[config.mk]
export PLATFORM = sky130hd
export DESIGN_NAME = sc_lanes_shifter
export DESIGN_NICKNAME = d
export VERILOG_FILES = /design/src/rtl/sc_lanes_shifter.sv
export SDC_FILE = /design/constraint.sdc
export NUM_CORES = 1
export LEC_CHECK = 0
export ABC_CLOCK_PERIOD_IN_PS = 6100
export CAP_MARGIN = 20
export CORE_ASPECT_RATIO = 1.1
export CORE_MARGIN = 8
export CORE_UTILIZATION = 30
export CTS_CLUSTER_SIZE = 8
export DETAILED_ROUTE_END_ITERATION = 10
export RECOVER_POWER = 100
export SKIP_CTS_REPAIR_TIMING = 1
export SLEW_MARGIN = 15
export SYNTH_ARGS = -nofsm -noshare
export SYNTH_HDL_FRONTEND = slang
export SYNTH_HIERARCHICAL = 1
export SYNTH_SLANG_ARGS = --single-unit
export TNS_END_PERCENT = 100
[constraint.sdc]
create_clock -name SC_LANES_CLOCK -period 6.1 [get_ports SC_LANES_CLOCK]
set_clock_uncertainty 0.15 [all_clocks]
set_input_delay 1.83 -clock SC_LANES_CLOCK [delete_from_list [all_inputs] [get_ports SC_LANES_CLOCK]]
set_output_delay 1.83 -clock SC_LANES_CLOCK [all_outputs]
set_load 0.01 [all_outputs]
[src/rtl/sc_lanes_shifter.sv]
// Multi-lane vehicle-row shifter: LANES independent WIDTH-bit bitmaps, each with its
// own speed divider, direction and rotate/zero-fill mode, plus a shared load bus.

module sc_lanes_lane #(
  parameter int WIDTH = 8,
  parameter int PW    = 4
) (
  input  logic             clk,
  input  logic             rst,
  input  logic             enable,
  input  logic             load,
  input  logic [WIDTH-1:0] load_data,
  input  logic             dir,
  input  logic             mode,
  input  logic [PW-1:0]    period,
  output logic [WIDTH-1:0] data_q,
  output logic             step_q
);

  logic [WIDTH-1:0] data_d;
  logic [WIDTH-1:0] shifted;
  logic [PW-1:0]    cnt_q, cnt_d;
  logic             step_d;

  always_comb begin
    // mode gates the wrapped-around bit, so zero-fill is rotate with the carry masked
    if (dir) shifted = {mode & data_q[0], data_q[WIDTH-1:1]};
    else     shifted = {data_q[WIDTH-2:0], mode & data_q[WIDTH-1]};

    data_d = data_q;
    cnt_d  = cnt_q;
    step_d = 1'b0;
    if (load) begin
      data_d = load_data;
      cnt_d  = '0;
    end else if (enable) begin
      // >= so a period lowered below the running count steps immediately
      if (cnt_q >= period) begin
        data_d = shifted;
        cnt_d  = '0;
        step_d = 1'b1;
      end else begin
        cnt_d = cnt_q + PW'(1);
      end
    end
  end

  always_ff @(posedge clk or posedge rst) begin
    if (rst) begin
      data_q <= '0;
      cnt_q  <= '0;
      step_q <= 1'b0;
    end else begin
      data_q <= data_d;
      cnt_q  <= cnt_d;
      step_q <= step_d;
    end
  end

endmodule

module sc_lanes_shifter #(
  parameter int WIDTH = 8,
  parameter int LANES = 4,
  parameter int PW    = 4,
  parameter int SELW  = 2
) (
  input  logic                   SC_LANES_CLOCK,
  input  logic                   SC_LANES_RESET,
  input  logic                   SC_LANES_ENABLE,
  input  logic                   SC_LANES_LOAD,
  input  logic [SELW-1:0]        SC_LANES_LOAD_SEL,
  input  logic [WIDTH-1:0]       SC_LANES_LOAD_DATA,
  input  logic [LANES-1:0]       SC_LANES_DIR,
  input  logic [LANES-1:0]       SC_LANES_MODE,
  input  logic [LANES*PW-1:0]    SC_LANES_PERIOD,
  output logic [LANES*WIDTH-1:0] SC_LANES_DATA_OUT,
  output logic [LANES-1:0]       SC_LANES_STEP
);

  logic [LANES-1:0][WIDTH-1:0] lane_data;
  logic [LANES-1:0]            lane_load;

  for (genvar i = 0; i < LANES; i++) begin : g_lane
    // out-of-range selects match no lane, so those loads fall away
    assign lane_load[i] = SC_LANES_LOAD && (SC_LANES_LOAD_SEL == SELW'(i));

    sc_lanes_lane #(.WIDTH(WIDTH), .PW(PW)) u_lane (
      .clk       (SC_LANES_CLOCK),
      .rst       (SC_LANES_RESET),
      .enable    (SC_LANES_ENABLE),
      .load      (lane_load[i]),
      .load_data (SC_LANES_LOAD_DATA),
      .dir       (SC_LANES_DIR[i]),
      .mode      (SC_LANES_MODE[i]),
      .period    (SC_LANES_PERIOD[i*PW +: PW]),
      .data_q    (lane_data[i]),
      .step_q    (SC_LANES_STEP[i])
    );
  end

  assign SC_LANES_DATA_OUT = lane_data;

endmodule
==> results_tabular.tex, run 1 <==
\begin{tabular}{lr}
\hline
Metric & Value \\
\hline
\multicolumn{2}{l}{\textbf{Place}} \\
\quad Dpl hpwl & 6570 um \\
\quad Placed Area & 4200 um\^{}2 \\
\quad Port bufs & 73 \\
\quad Post-Place Worst Slack & 2.10 ns \\
\quad Final estimated routing congestion in global placement & 0.759 \\
\multicolumn{2}{l}{\textbf{Setup path}} \\
\quad Highest net fanout along the worst path & 8 \\
\quad Critical Path Source Type & input port \\
\quad Slack of the worst reg-to-reg path & 3.62 ns \\
\quad Start of the worst register-to-register path & g\_lane[2].u\_lane/cnt\_q[0] \\
\quad Length in cells of the worst reg-to-reg path & 6 \\
\quad Worst r2r dst & g\_lane[2].u\_lane/data\_q[4] \\
\quad Kind of critical path & in2reg \\
\quad Required time reported for the critical path endpoint & 6.13 ns \\
\quad CP endpoint kind & register \\
\quad Slowest stage delay, CP & 0.69 ns \\
\quad CP cell instances & dlygate4sd3\_1 -> inv\_1 -> ha\_1 -> o211ai\_1 -> o21ai\_0 -> a21oi\_1 -> mux2\_2 \\
\quad CP max stage cell & sky130\_fd\_sc\_hd\_\_a21oi\_1 \\
\quad Arrival time of the worst setup path & 4.14 ns \\
\multicolumn{2}{l}{\textbf{Cells and area}} \\
\quad Antenna diode count & 0 \\
\quad Signed area change from the synthesized netlist to the final layout & 28.6\% \\
\quad Count of nets after finishing & 472 \\
\quad Layout cells sized above 1 & 11.1\% \\
\quad Util after Layout & 39.4\% \\
\quad Summed area of non-filler cells in the final layout & 4280 um\^{}2 \\
\multicolumn{2}{l}{\textbf{STA}} \\
\quad Max Slew Vio Count & 0 \\
\quad Normalized max-slew margin & 38.9\% \\
\quad Setup repair after global routing missed its margin & false \\
\quad Min cycle time layout & 4.12 ns \\
\quad Hold Fails Final Rpt & 0 \\
\quad Actual slew at the worst max-slew pin & 0.916 ns \\
\quad Worst Slack Setup Final & 1.98 ns \\
\quad Setup\_tns & 0 ns \\
\quad Highest clock frequency the design can meet & 243 MHz \\
\quad Share of the clock period used by the worst path & 67.5\% \\
\quad Total of endpoints with negative setup slack in the final report & 0 \\
\multicolumn{2}{l}{\textbf{Logic synthesis}} \\
\quad Fraction of synthesis flops using an asynchronous set or reset pin & 100\% \\
\quad Biggest area contributors in the synthesized netlist & sky130\_fd\_sc\_hd\_\_dfrtp\_1 39\%, sky130\_fd\_sc\_hd\_\_mux2\_2 11\%, sky130\_fd\_sc\_hd\_\_ha\_1 7.5\%, sky130\_fd\_sc\_hd\_\_mux2i\_1 7.5\%, sky130\_fd\_sc\_hd\_\_o21ai\_0 5.3\% \\
\quad Post-synth top cells & 52 x sky130\_fd\_sc\_hd\_\_dfrtp\_1, 37 x sky130\_fd\_sc\_hd\_\_nand2\_1, 35 x sky130\_fd\_sc\_hd\_\_o21ai\_0 \\
\quad Number of enable flip-flop cells after synthesis & 0 \\
\quad Share of Yosys cell area claimed by the top area cell type & 39.1\% \\
\quad Register area share after synthesis & 39.1\% \\
\quad Yosys warns & 6 \\
\quad Synth Flop Type & sky130\_fd\_sc\_hd\_\_dfrtp\_1 \\
\quad Avg Synthesized Cell Area & 9.57 um\^{}2 \\
\quad Count of state elements after synthesis & 52 \\
\quad Instance count of the mapped netlist & 348 \\
\quad Dominant cell by count in the synthesized netlist & sky130\_fd\_sc\_hd\_\_dfrtp\_1 \\
\quad Post-synth net total & 406 \\
\quad Cell area after technology mapping & 3330 um\^{}2 \\
\quad Top cell type by total area after synthesis & sky130\_fd\_sc\_hd\_\_dfrtp\_1 \\
\quad Unique masters post-synth & 24 \\
\multicolumn{2}{l}{\textbf{Clock network}} \\
\quad Register clock-pin slew on the reported worst setup and hold paths & 0.07 ns \\
\quad Maximum level of the CTS H-tree & 2 \\
\quad Total CTS buffers & 5 \\
\quad Clock Tree Root & sky130\_fd\_sc\_hd\_\_clkbuf\_16 \\
\quad Clock tree from TritonCTS & built \\
\quad Buffer depth of the longest clock path & 2 \\
\quad Clock sink count & 52 \\
\quad Worst skew pair latency & 0.29 ns \\
\multicolumn{2}{l}{\textbf{Global routing}} \\
\quad Total grt overflow & 0 \\
\quad Pin count of the biggest net entering global routing & 23 \\
\quad Total GRT Usage & 11.7\% \\
\quad Antenna violations before repair & 0 \\
\quad Global-route wire length before repair & 13700 um \\
\quad Vias in the first global route & 2677 \\
\multicolumn{2}{l}{\textbf{Power and ir drop}} \\
\quad Maximum resistive drop on vdd & 0.133 mV \\
\quad Leakage & 0.00198 uW \\
\quad Post-layout power & 1720 uW \\
\quad Power per standard cell area & 402 nW/um\^{}2 \\
\multicolumn{2}{l}{\textbf{Routing}} \\
\quad Total via count after detailed routing & 2689 \\
\quad Routed WL per cell & 15.3 um \\
\quad Drt first-iter violations & 88 \\
\quad Detailed-route vias per instance & 4.79 \\
\quad Final ANT Viol Nets & 0 \\
\quad First-pass iteration count of the detailed router & 4 \\
\quad Final wirelength & 8580 um \\
\quad Detailed-route DRC error count & 0 \\
\multicolumn{2}{l}{\textbf{Floorplanning}} \\
\quad Count of pins on the block boundary & 74 \\
\quad Area of the die & 14700 um\^{}2 \\
\quad Die Y-Extent & 127 um \\
\quad Die boundary width & 116 um \\
\quad Effective utilization at floorplan & 30.7\% \\
\quad Rows & 40 \\
\quad Core ar. & 10900 um\^{}2 \\
\multicolumn{2}{l}{\textbf{Worst hold path}} \\
\quad End point of the most critical hold path & g\_lane[1].u\_lane/data\_q[3] \\
\quad Hold path depth & 1 \\
\quad Path type of the worst min-delay path & reg2reg \\
\quad Worst min-delay path startpoint & g\_lane[1].u\_lane/data\_q[3] \\
\multicolumn{2}{l}{\textbf{Status}} \\
\quad Run status & complete, no violations \\
\multicolumn{2}{l}{\textbf{Job}} \\
\quad Maximum capacitance violations & 0 \\
\hline
\end{tabular}
## worst max-delay path by stage
| stage | startpoint | depth (start not counted) | to | slack [ns] |
|---|---|---|---|---|
| 6_report | SC_LANES_PERIOD[9] | 7 | g_lane[2].u_lane/data_q[4] | 1.98 |
| 2_1_floorplan | SC_LANES_PERIOD[1] | 6 | g_lane[0].u_lane/data_q[0] | 2.75 |
| 4_1_cts | SC_LANES_PERIOD[13] | 7 | g_lane[3].u_lane/data_q[0] | 2.41 |
| 3_3_place_gp | SC_LANES_ENABLE | 3 | g_lane[3].u_lane/data_q[3] | 2.12 |
| 5_1_grt | SC_LANES_PERIOD[15] | 7 | g_lane[3].u_lane/data_q[0] | 1.83 |
| 3_5_place_dp | SC_LANES_ENABLE | 3 | g_lane[0].u_lane/data_q[5] | 2.10 |
## cells by family (layout without fill, tap and decap cells)
| kind of cell | Yosys count | in the layout | synth area share [%] |
|---|---|---|---|
| buf+inv | 39 | 105 | 4.55 |
| mux | 57 | 57 | 18.3 |
| fa+ha+maj | 20 | 20 | 7.51 |
| simple gates | 101 | 101 | 16.1 |
| compound gates | 79 | 79 | 14.5 |
| flops | 52 | 52 | 39.1 |
## state kept, by name, summed over array words and instances, names as in the netlist
signal,cells
g_lane.u_lane/cnt_q,16
g_lane.u_lane/step_q,4
g_lane.u_lane/data_q,32
## where the power goes
group / leakage, uW / internal (uW) / switching [uW]
clock network: 0.0000657 / 149 / 124
registers: 0.000672 / 497 / 162
logic: 0.00124 / 433 / 356
## routing by layer
layer | vias to the layer above | GRT usage [%] | share of wire [%]
li1 | 1351 | - | -
met1 | 1280 | 15.2 | 47
met2 | 51 | 18.8 | 46
met3 | 7 | 2.61 | 5.9
met4 | 0 | 3.21 | 1.3
met5 | - | 0 | 0
## layout by cell type (no fill, tap or decap), types with 4 or more instances in the layout
| master | synthesis | routed |
|---|---|---|
| sky130_fd_sc_hd__a21oi_1 | 17 | 21 |
| sky130_fd_sc_hd__a31oi_1 | 8 | 8 |
| sky130_fd_sc_hd__and3b_1 | 6 | 6 |
| sky130_fd_sc_hd__clkbuf_16 | 0 | 5 |
| sky130_fd_sc_hd__clkdlybuf4s50_1 | 0 | 31 |
| sky130_fd_sc_hd__dfrtp_1 | 52 | 52 |
| sky130_fd_sc_hd__dlygate4sd3_1 | 0 | 42 |
| sky130_fd_sc_hd__ha_1 | 20 | 20 |
| sky130_fd_sc_hd__inv_1 | 23 | 23 |
| sky130_fd_sc_hd__mux2_2 | 32 | 32 |
| sky130_fd_sc_hd__mux2i_1 | 25 | 25 |
| sky130_fd_sc_hd__nand2_1 | 37 | 37 |
| sky130_fd_sc_hd__nand2b_1 | 12 | 12 |
| sky130_fd_sc_hd__nand3_1 | 20 | 20 |
| sky130_fd_sc_hd__nor2_1 | 12 | 12 |
| sky130_fd_sc_hd__nor2b_1 | 5 | 5 |
| sky130_fd_sc_hd__nor3b_2 | 5 | 5 |
| sky130_fd_sc_hd__o211ai_1 | 4 | 4 |
| sky130_fd_sc_hd__o21a_1 | 4 | 4 |
| sky130_fd_sc_hd__o21ai_0 | 35 | 39 |
## worst max-delay path, delay by kind of cell
| family | cells | cell delay, ns |
|---|---|---|
| multiplexers | 1 | 0.42 |
| AO/OA/AOI/OAI | 3 | 1.06 |
| buffers and inverters | 2 | 0.56 |
| adder cells (fa/ha/maj) | 1 | 0.28 |
## through the flow
stage / hold slack (ns) / cells
after floorplan: 0.403 / 348
after global placement: 0.395 / 554
after detailed placement: 0.409 / 554
after CTS: 0.423 / 561
after global routing: 0.446 / 561
final: 0.415 / 561
## area by class of cell
type	instances	area (um^2)
Clock buffer	5	125
Tap cell	147	184
Fill cell	1089	6580
Timing Repair Buffer	75	742
Multi-Input combinational cell	257	1830
Clock inverter	2	12.5
Inverter	23	86.3
Sequential cell	52	1300
(Power assumes the default switching activity.)
==> run 2: changes to the inputs <==
ABC_CLOCK_PERIOD_IN_PS = 3780   (was 6100)
clock period = 3.78 ns   (was 6.1 ns; I/O delays follow)
==> run 2 against run 1 <==
Global-route usage increased by 0.13 points. Clock power grew 88%. Cell count increased by 0.53%. Design area grew 1.9%. Die area stayed put. Count of clock-buffer cells in the layout grew 1. Critical endpoint is now g_lane[0].u_lane/data_q[5]. Total power up 68%. Sequential power up 62%. First-iteration DRC count rose by 58%. Largest power group unchanged. Critical path depth did not move. Non-clock buffer count increased by 2. Highest routed layer unchanged. Via count up 2.6%.
==> results_tabular.tex, run 2 (synthesized netlist as in run 1, its figures left out) <==
\begin{tabular}{lr}
\hline
Metric & Value \\
\hline
\multicolumn{2}{l}{\textbf{Status}} \\
\quad Run status & complete, no violations \\
\multicolumn{2}{l}{\textbf{STA}} \\
\quad Setup repair after global routing missed its margin & false \\
\quad Actual slew at the worst max-slew pin & 0.767 ns \\
\quad Total of endpoints with negative setup slack in the final report & 0 \\
\quad Max Slew Vio Count & 0 \\
\quad Highest clock frequency the design can meet & 324 MHz \\
\quad Final Hold Slack & 0.407 ns \\
\quad Hold Fails Final Rpt & 0 \\
\quad Setup\_tns & 0 ns \\
\quad Min cycle time layout & 3.09 ns \\
\quad Share of the clock period used by the worst path & 81.8\% \\
\quad Normalized max-slew margin & 48.9\% \\
\multicolumn{2}{l}{\textbf{Setup path}} \\
\quad Highest net fanout along the worst path & 8 \\
\quad CP cell instances & dlygate4sd3\_1 -> inv\_1 -> ha\_1 -> o211ai\_1 -> o21ai\_0 -> a21oi\_4 -> mux2\_2 \\
\quad Slowest stage delay, CP & 0.52 ns \\
\quad Arrival time of the worst setup path & 3.11 ns \\
\quad Required time reported for the critical path endpoint & 3.80 ns \\
\quad Kind of critical path & in2reg \\
\quad Critical Path Source Type & input port \\
\quad CP endpoint kind & register \\
\quad Start of the worst register-to-register path & g\_lane[1].u\_lane/cnt\_q[0] \\
\quad CP max stage cell & sky130\_fd\_sc\_hd\_\_dlygate4sd3\_1 \\
\quad Worst setup path startpoint & SC\_LANES\_PERIOD[1] \\
\multicolumn{2}{l}{\textbf{Cells and area}} \\
\quad Antenna diode count & 0 \\
\quad Most frequent cells in the layout & 52 x sky130\_fd\_sc\_hd\_\_dfrtp\_1, 43 x sky130\_fd\_sc\_hd\_\_dlygate4sd3\_1, 39 x sky130\_fd\_sc\_hd\_\_o21ai\_0 \\
\quad Util after Layout & 40.2\% \\
\quad Registers with the highest flip-flop counts & g\_lane.u\_lane/data\_q x32, g\_lane.u\_lane/cnt\_q x16, g\_lane.u\_lane/step\_q x4 \\
\quad Most common cell after layout, fill and taps aside & sky130\_fd\_sc\_hd\_\_dfrtp\_1 \\
\quad Register with the most flip-flops & g\_lane.u\_lane/data\_q \\
\quad Count of fill cells added during filler insertion & 1089 \\
\quad Summed area of non-filler cells in the final layout & 4370 um\^{}2 \\
\quad Count of nets after finishing & 474 \\
\quad Flip-flop count of the largest register after layout & 32 \\
\quad Signed area change from the synthesized netlist to the final layout & 31.1\% \\
\quad Layout cells sized above 1 & 12.2\% \\
\multicolumn{2}{l}{\textbf{Routing}} \\
\quad Detailed-route DRC error count & 0 \\
\quad Drt first-iter violations & 139 \\
\quad Detailed-route vias per instance & 4.89 \\
\quad First-pass iteration count of the detailed router & 4 \\
\quad Routed WL per cell & 15.1 um \\
\quad Final wirelength & 8530 um \\
\quad Total via count after detailed routing & 2760 \\
\quad Final ANT Viol Nets & 0 \\
\multicolumn{2}{l}{\textbf{Place}} \\
\quad Final estimated routing congestion in global placement & 0.750 \\
\quad Placed Area & 4210 um\^{}2 \\
\quad Port bufs & 73 \\
\quad Dpl hpwl & 6690 um \\
\multicolumn{2}{l}{\textbf{Clock network}} \\
\quad Buffer depth of the longest clock path & 2 \\
\quad Total CTS buffers & 5 \\
\quad Clock sink count & 52 \\
\quad Maximum level of the CTS H-tree & 2 \\
\quad Clock Tree Root & sky130\_fd\_sc\_hd\_\_clkbuf\_16 \\
\quad Register clock-pin slew on the reported worst setup and hold paths & 0.07 ns \\
\quad Clock tree from TritonCTS & built \\
\quad Worst skew pair latency & 0.29 ns \\
\multicolumn{2}{l}{\textbf{Global routing}} \\
\quad Global-route wire length before repair & 14000 um \\
\quad Antenna violations before repair & 0 \\
\quad Vias in the first global route & 2758 \\
\quad Total GRT Usage & 11.8\% \\
\quad Pin count of the biggest net entering global routing & 23 \\
\quad Total grt overflow & 0 \\
\multicolumn{2}{l}{\textbf{Job}} \\
\quad Maximum capacitance violations & 0 \\
\multicolumn{2}{l}{\textbf{Worst hold path}} \\
\quad Worst min-delay path startpoint & g\_lane[2].u\_lane/data\_q[7] \\
\quad Path type of the worst min-delay path & reg2reg \\
\multicolumn{2}{l}{\textbf{Floorplanning}} \\
\quad Area of the die & 14700 um\^{}2 \\
\quad Die boundary width & 116 um \\
\quad Rows & 40 \\
\quad Core ar. & 10900 um\^{}2 \\
\quad Die Y-Extent & 127 um \\
\quad Effective utilization at floorplan & 30.7\% \\
\quad Count of pins on the block boundary & 74 \\
\multicolumn{2}{l}{\textbf{Power and ir drop}} \\
\quad Leakage & 0.00201 uW \\
\quad Maximum resistive drop on vdd & 0.263 mV \\
\quad Post-layout power & 2890 uW \\
\quad Power per standard cell area & 661 nW/um\^{}2 \\
\hline
\end{tabular}
run 2: cell count changes in the layout (fill, tap and decap cells not counted):
cell | previous run | this run
sky130_fd_sc_hd__clkbuf_1 | 1 | 3
sky130_fd_sc_hd__clkdlybuf4s50_1 | 31 | 30
sky130_fd_sc_hd__dlygate4sd3_1 | 42 | 43
sky130_fd_sc_hd__bufinv_16 | 0 | 1
sky130_fd_sc_hd__clkinvlp_4 | 1 | 0
sky130_fd_sc_hd__buf_4 | 1 | 2
sky130_fd_sc_hd__a21oi_1 | 21 | 17
sky130_fd_sc_hd__a21oi_4 | 0 | 4
run 2: critical path, delay by kind of cell:
| family | cells | cell delay [ns] |
|---|---|---|
| AOI/OAI and AO/OA | 3 | 0.76 |
| buffers and inverters | 2 | 0.56 |
| adders and majority gates | 1 | 0.27 |
| muxes | 1 | 0.38 |
run 2: per-layer routing:
| metal | share of wire [%] | vias up | routed length [um] | global-route usage (%) |
|---|---|---|---|---|
| met5 | 0 | - | 0 | 0 |
| met4 | 1.4 | 0 | 117 | 3.67 |
| met3 | 7.3 | 9 | 624 | 3.04 |
| met2 | 49 | 55 | 4140 | 20.1 |
| met1 | 43 | 1336 | 3640 | 14.1 |
| li1 | - | 1360 | - | - |
run 2: report_power, final:
group | leakage, uW | switching (uW) | total, uW | internal (uW)
registers | 0.000672 | 264 | 1070 | 803
logic | 0.00126 | 595 | 1310 | 713
clock network | 0.0000808 | 200 | 512 | 312
total | 0.00201 | 1060 | 2890 | 1830
run 2: cell type report:
type,instances,area [um^2],area share (%)
tap,147,184,4.21
clock buffer,6,129,2.95
timing repair buffer,77,753,17.2
sequential,52,1300,29.8
clock inverter,2,35.0,0.802
multi-input combinational,257,1880,43.0
inverter,23,86.3,1.98
run 2: worst paths after layout:
check	cells after the start	slack [ns]	end
worst max-delay path	7	0.69	g_lane[0].u_lane/data_q[5]
worst min-delay path	1	0.41	g_lane[2].u_lane/data_q[7]
worst max register to register	6	1.60	g_lane[1].u_lane/data_q[2]
worst min register to register	1	0.41	g_lane[2].u_lane/data_q[7]
max in group asynchronous	2	1.83	g_lane[1].u_lane/cnt_q[0]
min in group asynchronous	2	1.29	g_lane[2].u_lane/data_q[6]
run 2: metrics by stage:
step           std cells  worst slack (ns)
6_report             564             0.689
5_1_grt              564             0.536
3_5_place_dp         556             0.496
3_3_place_gp         556             0.529
4_1_cts              564             0.810
2_1_floorplan        348              1.13
